File: src/rtl/clock_pkg.sv
// rtl/clock_pkg.sv - shared defaults and helpers for the clock-enable generator
package clock_pkg;

  localparam int ACC_W_DEFAULT   = 24;
  localparam int STARTUP_DEFAULT = 1024;

  // Index width for n items, never narrower than one bit.
  function automatic int idx_width(input int n);
    return (n <= 2) ? 1 : $clog2(n);
  endfunction

  // Rounded increment giving f_out_hz strobes from an f_clk_hz clock.
  function automatic longint inc_for(input longint f_clk_hz, input longint f_out_hz,
                                     input int acc_w);
    return ((f_out_hz << acc_w) + (f_clk_hz / 2)) / f_clk_hz;
  endfunction

endpackage

File: src/rtl/clock_ce_channel.sv
// rtl/clock_ce_channel.sv - one phase accumulator with shadowed increment and ce/sq outputs
module clock_ce_channel
  import clock_pkg::*;
#(
  parameter int ACC_W = ACC_W_DEFAULT
) (
  input  logic             clock,
  input  logic             reset,
  input  logic             run,
  input  logic             sync,
  input  logic             wr,
  input  logic [ACC_W-1:0] inc_in,
  input  logic [ACC_W-1:0] inc_init,
  output logic             ce,
  output logic             sq
);

  logic [ACC_W-1:0] acc;
  logic [ACC_W-1:0] inc_act;
  logic [ACC_W-1:0] shadow;
  logic             pending;
  logic [ACC_W:0]   sum;
  logic             carry;
  logic             realign;
  logic             take;

  always_comb begin
    sum     = {1'b0, acc} + {1'b0, inc_act};
    carry   = sum[ACC_W];
    realign = run && sync;
    // A stopped or zero-rate channel never carries, so its shadow moves over at once.
    take    = pending && (!run || carry || (inc_act == '0));
  end

  always_ff @(posedge clock) begin
    if (reset) begin
      acc     <= '0;
      inc_act <= inc_init;
      shadow  <= inc_init;
      pending <= 1'b0;
      ce      <= 1'b0;
      sq      <= 1'b0;
    end else begin
      if (run && !sync) begin
        acc <= sum[ACC_W-1:0];
        ce  <= carry;
        sq  <= sum[ACC_W-1];
      end else begin
        acc <= '0;
        ce  <= 1'b0;
        sq  <= 1'b0;
      end

      if (realign) begin
        if (wr) begin
          inc_act <= inc_in;
        end else if (pending) begin
          inc_act <= shadow;
        end
        pending <= 1'b0;
      end else begin
        if (take) begin
          inc_act <= shadow;
        end
        if (wr) begin
          pending <= 1'b1;
        end else if (take) begin
          pending <= 1'b0;
        end
      end

      if (wr) begin
        shadow <= inc_in;
      end
    end
  end

endmodule

File: src/rtl/clock_enable_gen.sv
// rtl/clock_enable_gen.sv - multi-channel fractional clock-enable generator with startup hold-off
module clock_enable_gen
  import clock_pkg::*;
#(
  parameter int                          CHANNELS  = 4,
  parameter int                          ACC_W     = ACC_W_DEFAULT,
  parameter int                          STARTUP   = STARTUP_DEFAULT,
  parameter logic [CHANNELS*ACC_W-1:0]   INC_RESET =
    {CHANNELS{ACC_W'(inc_for(64'd50_000_000, 64'd7_000_000, ACC_W))}}
) (
  input  logic                               clock,
  input  logic                               reset,
  input  logic [ACC_W-1:0]                   inc_in,
  input  logic [idx_width(CHANNELS)-1:0]     inc_sel,
  input  logic                               inc_wr,
  input  logic                               sync,
  output logic                               ready,
  output logic [CHANNELS-1:0]                ce,
  output logic [CHANNELS-1:0]                sq
);

  localparam int SEL_W = idx_width(CHANNELS);
  localparam int CNT_W = idx_width(STARTUP);

  logic [CNT_W-1:0] count;

  // Counter parks at STARTUP-1 once ready is set; only reset restarts the hold-off.
  always_ff @(posedge clock) begin
    if (reset) begin
      count <= '0;
      ready <= 1'b0;
    end else if (!ready) begin
      if (count == CNT_W'(STARTUP - 1)) begin
        ready <= 1'b1;
      end else begin
        count <= count + CNT_W'(1);
      end
    end
  end

  for (genvar i = 0; i < CHANNELS; i++) begin : g_ch
    logic wr_ch;

    // Out-of-range selects match no channel and are dropped here.
    assign wr_ch = inc_wr && (inc_sel == SEL_W'(i));

    clock_ce_channel #(
      .ACC_W(ACC_W)
    ) u_ch (
      .clock   (clock),
      .reset   (reset),
      .run     (ready),
      .sync    (sync),
      .wr      (wr_ch),
      .inc_in  (inc_in),
      .inc_init(INC_RESET[i*ACC_W +: ACC_W]),
      .ce      (ce[i]),
      .sq      (sq[i])
    );
  end

endmodule

File: config.mk
export PLATFORM = sky130hd
export DESIGN_NAME = clock_enable_gen
export DESIGN_NICKNAME = d
export VERILOG_FILES = /design/src/rtl/clock_pkg.sv /design/src/rtl/clock_ce_channel.sv /design/src/rtl/clock_enable_gen.sv
export SDC_FILE = /design/constraint.sdc
export NUM_CORES = 1
export LEC_CHECK = 0
export CAP_MARGIN = 40
export CORE_UTILIZATION = 45
export DETAILED_ROUTE_END_ITERATION = 16
export GPL_ROUTABILITY_DRIVEN = 0
export SYNTH_ARGS = -nofsm -noshare
export SYNTH_HDL_FRONTEND = slang
export SYNTH_SLANG_ARGS = --single-unit
File: constraint.sdc
create_clock -name clock -period 3.3 [get_ports clock]
set_input_delay 0.66 -clock clock [delete_from_list [all_inputs] [get_ports clock]]
set_output_delay 0.66 -clock clock [all_outputs]
set_load 0.01 [all_outputs]
==> run summary, run 1 <==
status = completed
CTS tree = yes
Sw Share = 0.224
Worst slew margin = 0.497
ordered list of cells on the worst path = ha_1 -> fa_1 -> a211oi_2 -> nor4_2 -> o31ai_4 -> a31oi_4 -> o32ai_4 -> buf_4 -> mux2i_1 -> nor2_1
Die W = 193 um
worst-path fanout max = 16
Synth Area in Adders = 0.0785
met2 wire len = 20100 um
cts hold-fix bufs = 0
CP delay by family, top = compound AO/OA/AOI/OAI gates
Syn Nets = 2117
H-tree depth = 2
syn avg cell area = 8.30 um2
ys async rst share = 0
combinational share of power = 0.052
share of layout cells above drive strength 1 = 0.0827
Leak = 0.00732 uW
XOR/XNOR Fraction of Synth Area = 0.0351
CP peak stage delay = 440 ps
initial antenna violation count = 0
first-pass GRT wire length = 68800 um
antenna fix cells = 0
data arrival time of the critical path = 3370 ps
Net Sw Power = 1900 uW
via count = 13892
DR iter-0 viols = 946
Synth cell types = 81
top layer in use = met4
DRT met1 WL = 19800 um
Sequential cell area = 6150 um2
worst skew pair latency = 520 ps
leading area contributor after synthesis = dfxtp_1
actual slew at the worst max-slew pin = 736 ps
HP Class = reg -> reg
area share of the largest cell type after synthesis = 0.373
Syn. warnings = 0
Synth Area in Compound Gates = 0.210
Post-Syn Instances = 1986
min Tclk post-route = 2980 ps
CP required = 3690 ps
die footprint = 37400 um2
cell with the largest stage delay on the worst path = fa_1
multiplexer share of the synthesized area = 0.0360
vias in the first global route = 12977
WL/cell = 17.4 um
fillers = 3404
post_cts resized = 0
Post-DP HPWL = 29700 um
# IOs = 39
startpoint types = flip-flop
area delta synth->final = 12.3%
Hold Vio Cnt, Final = 0
Max VDD drop = 0.337 mV
core area = 35800 um2
crit end category = flip-flop
root buffer selected by CTS = clkbuf_16
top_reg_cell synth = dfxtp_1
Max Cap Violations = 0
power share of the clock group = 0.499
ANT nets after route = 0
pwr dens = 459 nW/um2
Setup CP Type = reg -> reg
dpl ws = 306 ps
clk slew on worst S/H paths = 60 ps
largest net degree at the start of global routing = 108
DRT Pass-1 Iters = 5
largest family of logic cells by synthesized area = simple AND/OR/NAND/NOR gates
period utilization = 0.904
final WL = 42500 um
DRC = 0
commonest non-fill, non-tap cell in the layout = dfxtp_1
RSZ-0062 raised after global routing = no
P_int = 6600 uW
most frequent cells in the layout = dfxtp_1 (307), nand2_1 (300), nor2_1 (183)
Chip Height = 193 um
GR Overflow Total = 0
Synth Area in Simple Gates = 0.226
CTS sink count = 307
CTS max path bufs = 3
starting density of the core = 0.460
final setup margin = 316 ps
Setup-failing EPs final = 0
Num CTS Buffers = 37
skew final = 21.0 ps
flip-flop and latch count after synthesis = 307
area of the multi-input gates = 9680 um2
met3 routed WL = 1760 um
Mapped Area = 16500 um2
setup bufs post-CTS = 0
nets@finish = 2090
total power = 8500 uW
Max Slew Vio Count = 0
I/O Buffers = 38
TNS Setup = 0 ps
Post-synth EDFFs = 0
leading cell types by total area after synthesis = dfxtp_1 (37%), ha_1 (7.4%), nand2_1 (6.8%)
gr usage total = 0.225
Sequential Power Share = 0.449
max frequency = 0.335 GHz
via-per-instance ratio = 5.68
register area share after synthesis = 0.373
Cell Rows = 69
CP Buf/Inv Count = 1
## kinds of logic after synthesis
logic type | Yosys count
AO/OA/AOI/OAI | 513
XOR/XNOR | 66
adder cells (fa/ha/maj) | 101
buffers and inverters | 160
flip-flops | 307
multiplexers | 56
AND/OR/NAND/NOR | 783
## metrics by stage
step           std cells  hold slack [ps]  utilization  instance area, um2
3_3_place_gp        2381              438        0.481               17200
6_report            2444              449        0.517               18500
2_1_floorplan       1986              429            -               16500
4_1_cts             2444              452        0.517               18500
3_5_place_dp        2381              444        0.481               17200
5_1_grt             2444              468        0.517               18500
## power by group through the flow
stage	clock (uW)	sequential [uW]	combinational, uW
4_1_cts	4340	3820	438
3_5_place_dp	0	3900	437
6_report	4240	3820	440
5_1_grt	4480	3830	481
2_1_floorplan	0	3890	305
3_3_place_gp	0	3900	430
## state kept, by name (all words and copies together) (netlist names)
name,cells
g_ch.u_ch.acc,96
g_ch.u_ch.inc_act,96
g_ch.u_ch.shadow,96
count,10
g_ch.u_ch.ce,4
g_ch.u_ch.pending,4
ready,1
## cell type report
cell class              count  area share
well taps                 461      0.0312
flip-flops and latches    307       0.332
inverters                  14     0.00284
clock inverters             9     0.00804
repair buffers             80      0.0425
clock buffers              54      0.0606
multi-input cells        1519       0.523
## cells in the mapped netlist, types with 28 or more instances
cell type and instances:
a21o_1 44, nor3_1 48, mux2i_1 30, nor4_1 28
xnor2_1 35, nand3b_1 48, a21oi_1 182, nor2b_1 63
xor2_1 31, dfxtp_1 307, a211oi_1 48, clkbuf_1 113
ha_1 97, nand2_1 300, nor2_1 187, o21ai_0 90
## per-layer routing
layer | GRT usage | vias to the layer above
met4 | 0.0569 | 0
met1 | 0.304 | 6545
met2 | 0.380 | 277
met3 | 0.0267 | 64
li1 | - | 7006
met5 | 0 | -
## worst min-delay path, cell delays in order (launching register included)
cell,delay [ps]
dfxtp_1,300
nand2_1,50
a21oi_1,50
## worst paths after layout
check	from	endpoint	slack (ps)	cells after the start
worst max-delay path	g_ch[0].u_ch.inc_act[0]	g_ch[0].u_ch.inc_act[20]	320	10
worst min-delay path	g_ch[1].u_ch.shadow[4]	g_ch[1].u_ch.shadow[4]	450	2
worst max register to register	g_ch[0].u_ch.inc_act[0]	g_ch[0].u_ch.inc_act[20]	320	10
worst min register to register	g_ch[1].u_ch.shadow[4]	g_ch[1].u_ch.shadow[4]	450	2
(Power assumes the default switching activity.)
==> inputs of run 2 (changes only) <==
--- a/config.mk
+++ b/config.mk
@@ -7,8 +7,10 @@
 export LEC_CHECK = 0
 export CAP_MARGIN = 40
 export CORE_UTILIZATION = 45
+export CTS_CLUSTER_SIZE = 24
 export DETAILED_ROUTE_END_ITERATION = 16
 export GPL_ROUTABILITY_DRIVEN = 0
+export PLACE_DENSITY = 0.62
 export SYNTH_ARGS = -nofsm -noshare
 export SYNTH_HDL_FRONTEND = slang
 export SYNTH_SLANG_ARGS = --single-unit
==> run summary, run 2 (synthesis results as in run 1) <==
status = completed
WL/cell = 17.5 um (+0.68%)
Worst slew margin = 0.535 (+0.0381)
# IOs = 39 (unchanged)
area delta synth->final = 11.8%
final WL = 42700 um (+0.51%)
root buffer selected by CTS = clkbuf_16
actual slew at the worst max-slew pin = 695 ps (-40.3 ps)
Cell Rows = 69 (unchanged)
largest net degree at the start of global routing = 139 (+29%)
worst-path fanout max = 21 (+5)
Hold Crit Depth = 2 (unchanged)
die footprint = 37400 um2 (unchanged)
clk slew on worst S/H paths = 60 ps (about the same)
post_cts resized = 0 (unchanged)
antenna fix cells = 0 (unchanged)
Setup-failing EPs final = 0 (unchanged)
GR Util met1 = 0.312 (+0.00770)
via count = 13763 (-0.93%)
CTS tree = yes
Hold Vio Cnt, Final = 0 (unchanged)
Post-DP HPWL = 29200 um (-1.6%)
DRC = 0 (unchanged)
busiest metal layer after global routing = met2
Setup CP Type = reg -> reg
crit end category = flip-flop
share of layout cells above drive strength 1 = 0.0814 (-0.00135)
hold endpoint = g_ch[1].u_ch.shadow[6]
Die W = 193 um (unchanged)
via-per-instance ratio = 5.64 (-0.77%)
Num CTS Buffers = 36 (-2.7%)
gr usage total = 0.225 (-0.000382)
initial antenna violation count = 0 (unchanged)
data arrival time of the critical path = 3320 ps (-50 ps)
CP required = 3680 ps (about the same)
nets@finish = 2084 (-0.29%)
startpoint types = flip-flop
commonest non-fill, non-tap cell in the layout = dfxtp_1
Worst R2R Setup Slack = 360 ps (+40 ps)
global-route met3 utilization = 0.0309 (+0.00418)
Worst Setup SP = g_ch[0].u_ch.inc_act[0]
setup bufs post-CTS = 0 (unchanged)
most frequent cells in the layout = dfxtp_1 (307), nand2_1 (300), nor2_1 (183)
Max Cap Violations = 0 (unchanged)
RSZ-0062 raised after global routing = no
CTS sink count = 307 (unchanged)
GR Overflow Total = 0 (unchanged)
I/O Buffers = 38 (unchanged)
worst skew pair latency = 530 ps (about the same)
CTS max path bufs = 3 (unchanged)
pwr dens = 456 nW/um2 (-0.75%)
period utilization = 0.891 (-0.0132)
DRT Pass-1 Iters = 7 (+2)
fin cells = 2440 (-0.16%)
DR iter-0 viols = 1091 (+15%)
Max VDD drop = 0.390 mV (+16%)
skew final = 24.4 ps (+3.42 ps)
fillers = 3334 (-2.1%)
H-tree depth = 2 (unchanged)
final core utilization = 0.514 (-0.00265)
max frequency = 0.340 GHz (+1.5%)
Chip Height = 193 um (unchanged)
ANT nets after route = 0 (unchanged)
reg2reg end = g_ch[0].u_ch.inc_act[5]
Max Slew Vio Count = 0 (unchanged)
starting density of the core = 0.460 (unchanged)
HP Class = reg -> reg
min Tclk post-route = 2940 ps (-43.5 ps)
Placed Cells = 2376 (-0.21%)
biggest regs = g_ch.u_ch.acc: 96 flops, g_ch.u_ch.inc_act: 96 flops, g_ch.u_ch.shadow: 96 flops
vias in the first global route = 12968 (-0.069%)
Leak = 0.00727 uW (-0.76%)
TNS Setup = 0 ps (unchanged)
origin of the critical flop-to-flop path = g_ch[0].u_ch.inc_act[0]
first-pass GRT wire length = 68700 um (-0.12%)
M2 GR Usage = 0.369 (-0.0109)
cts hold-fix bufs = 0 (unchanged)
reg2reg path depth = 10 (unchanged)
Worst Hold Launch = g_ch[1].u_ch.shadow[6]
core area = 35800 um2 (unchanged)
## run 2: how the worst max path moves through the flow
stage | end | slack [ps]
global route | g_ch[0].u_ch.inc_act[7] | 140
CTS | g_ch[0].u_ch.inc_act[4] | 380
detailed placement | g_ch[1].u_ch.inc_act[7] | 390
floorplan | g_ch[2].u_ch.inc_act[11] | 590
global placement | g_ch[2].u_ch.inc_act[0] | 420
finish | g_ch[0].u_ch.inc_act[5] | 360
## run 2: critical path, stage by stage (launching register included)
cell	delay [ps]
dfxtp_1	330
ha_1	240
fa_1	440
a211oi_2	300
nor4_2	120
o31ai_4	300
a31oi_4	180
o32ai_4	300
buf_4	320
mux2i_1	230
nor2_1	50
## run 2: routing by layer
| layer | up-vias | part of all wire | wire, um |
|---|---|---|---|
| met2 | 274 | 0.46 | 19500 |
| met1 | 6437 | 0.48 | 20600 |
| li1 | 6998 | - | - |
| met4 | 0 | 0.017 | 743 |
| met3 | 54 | 0.045 | 1930 |
| met5 | - | 0 | 0 |
## run 2: area by class of cell
| cell class | count | area, um2 | share of cell area |
|---|---|---|---|
| multi-input cells | 1519 | 9680 | 0.525 |
| repair buffers | 75 | 737 | 0.0400 |
| flip-flops and latches | 307 | 6150 | 0.334 |
| inverters | 14 | 52.6 | 0.00285 |
| well taps | 461 | 577 | 0.0313 |
| clock buffers | 48 | 1030 | 0.0558 |
| clock inverters | 16 | 199 | 0.0108 |
## run 2: per-stage QoR
step / setup slack, ps / power [uW] / instance area (um2) / hold WS, ps
CTS: 383 / 8470 / 18400 / 452
detailed placement: 395 / 4340 / 17200 / 444
finish: 359 / 8400 / 18400 / 451
floorplan: 592 / 4190 / 16500 / 429
global route: 140 / 8670 / 18400 / 467
global placement: 420 / 4330 / 17200 / 438
## run 2: power breakdown
group          internal (uW)  total [uW]  switching (uW)  leakage (uW)
Combinational            161         442             282       0.00418
Sequential              3780        3820            45.9       0.00249
Clock                   2510        4130            1620      0.000599
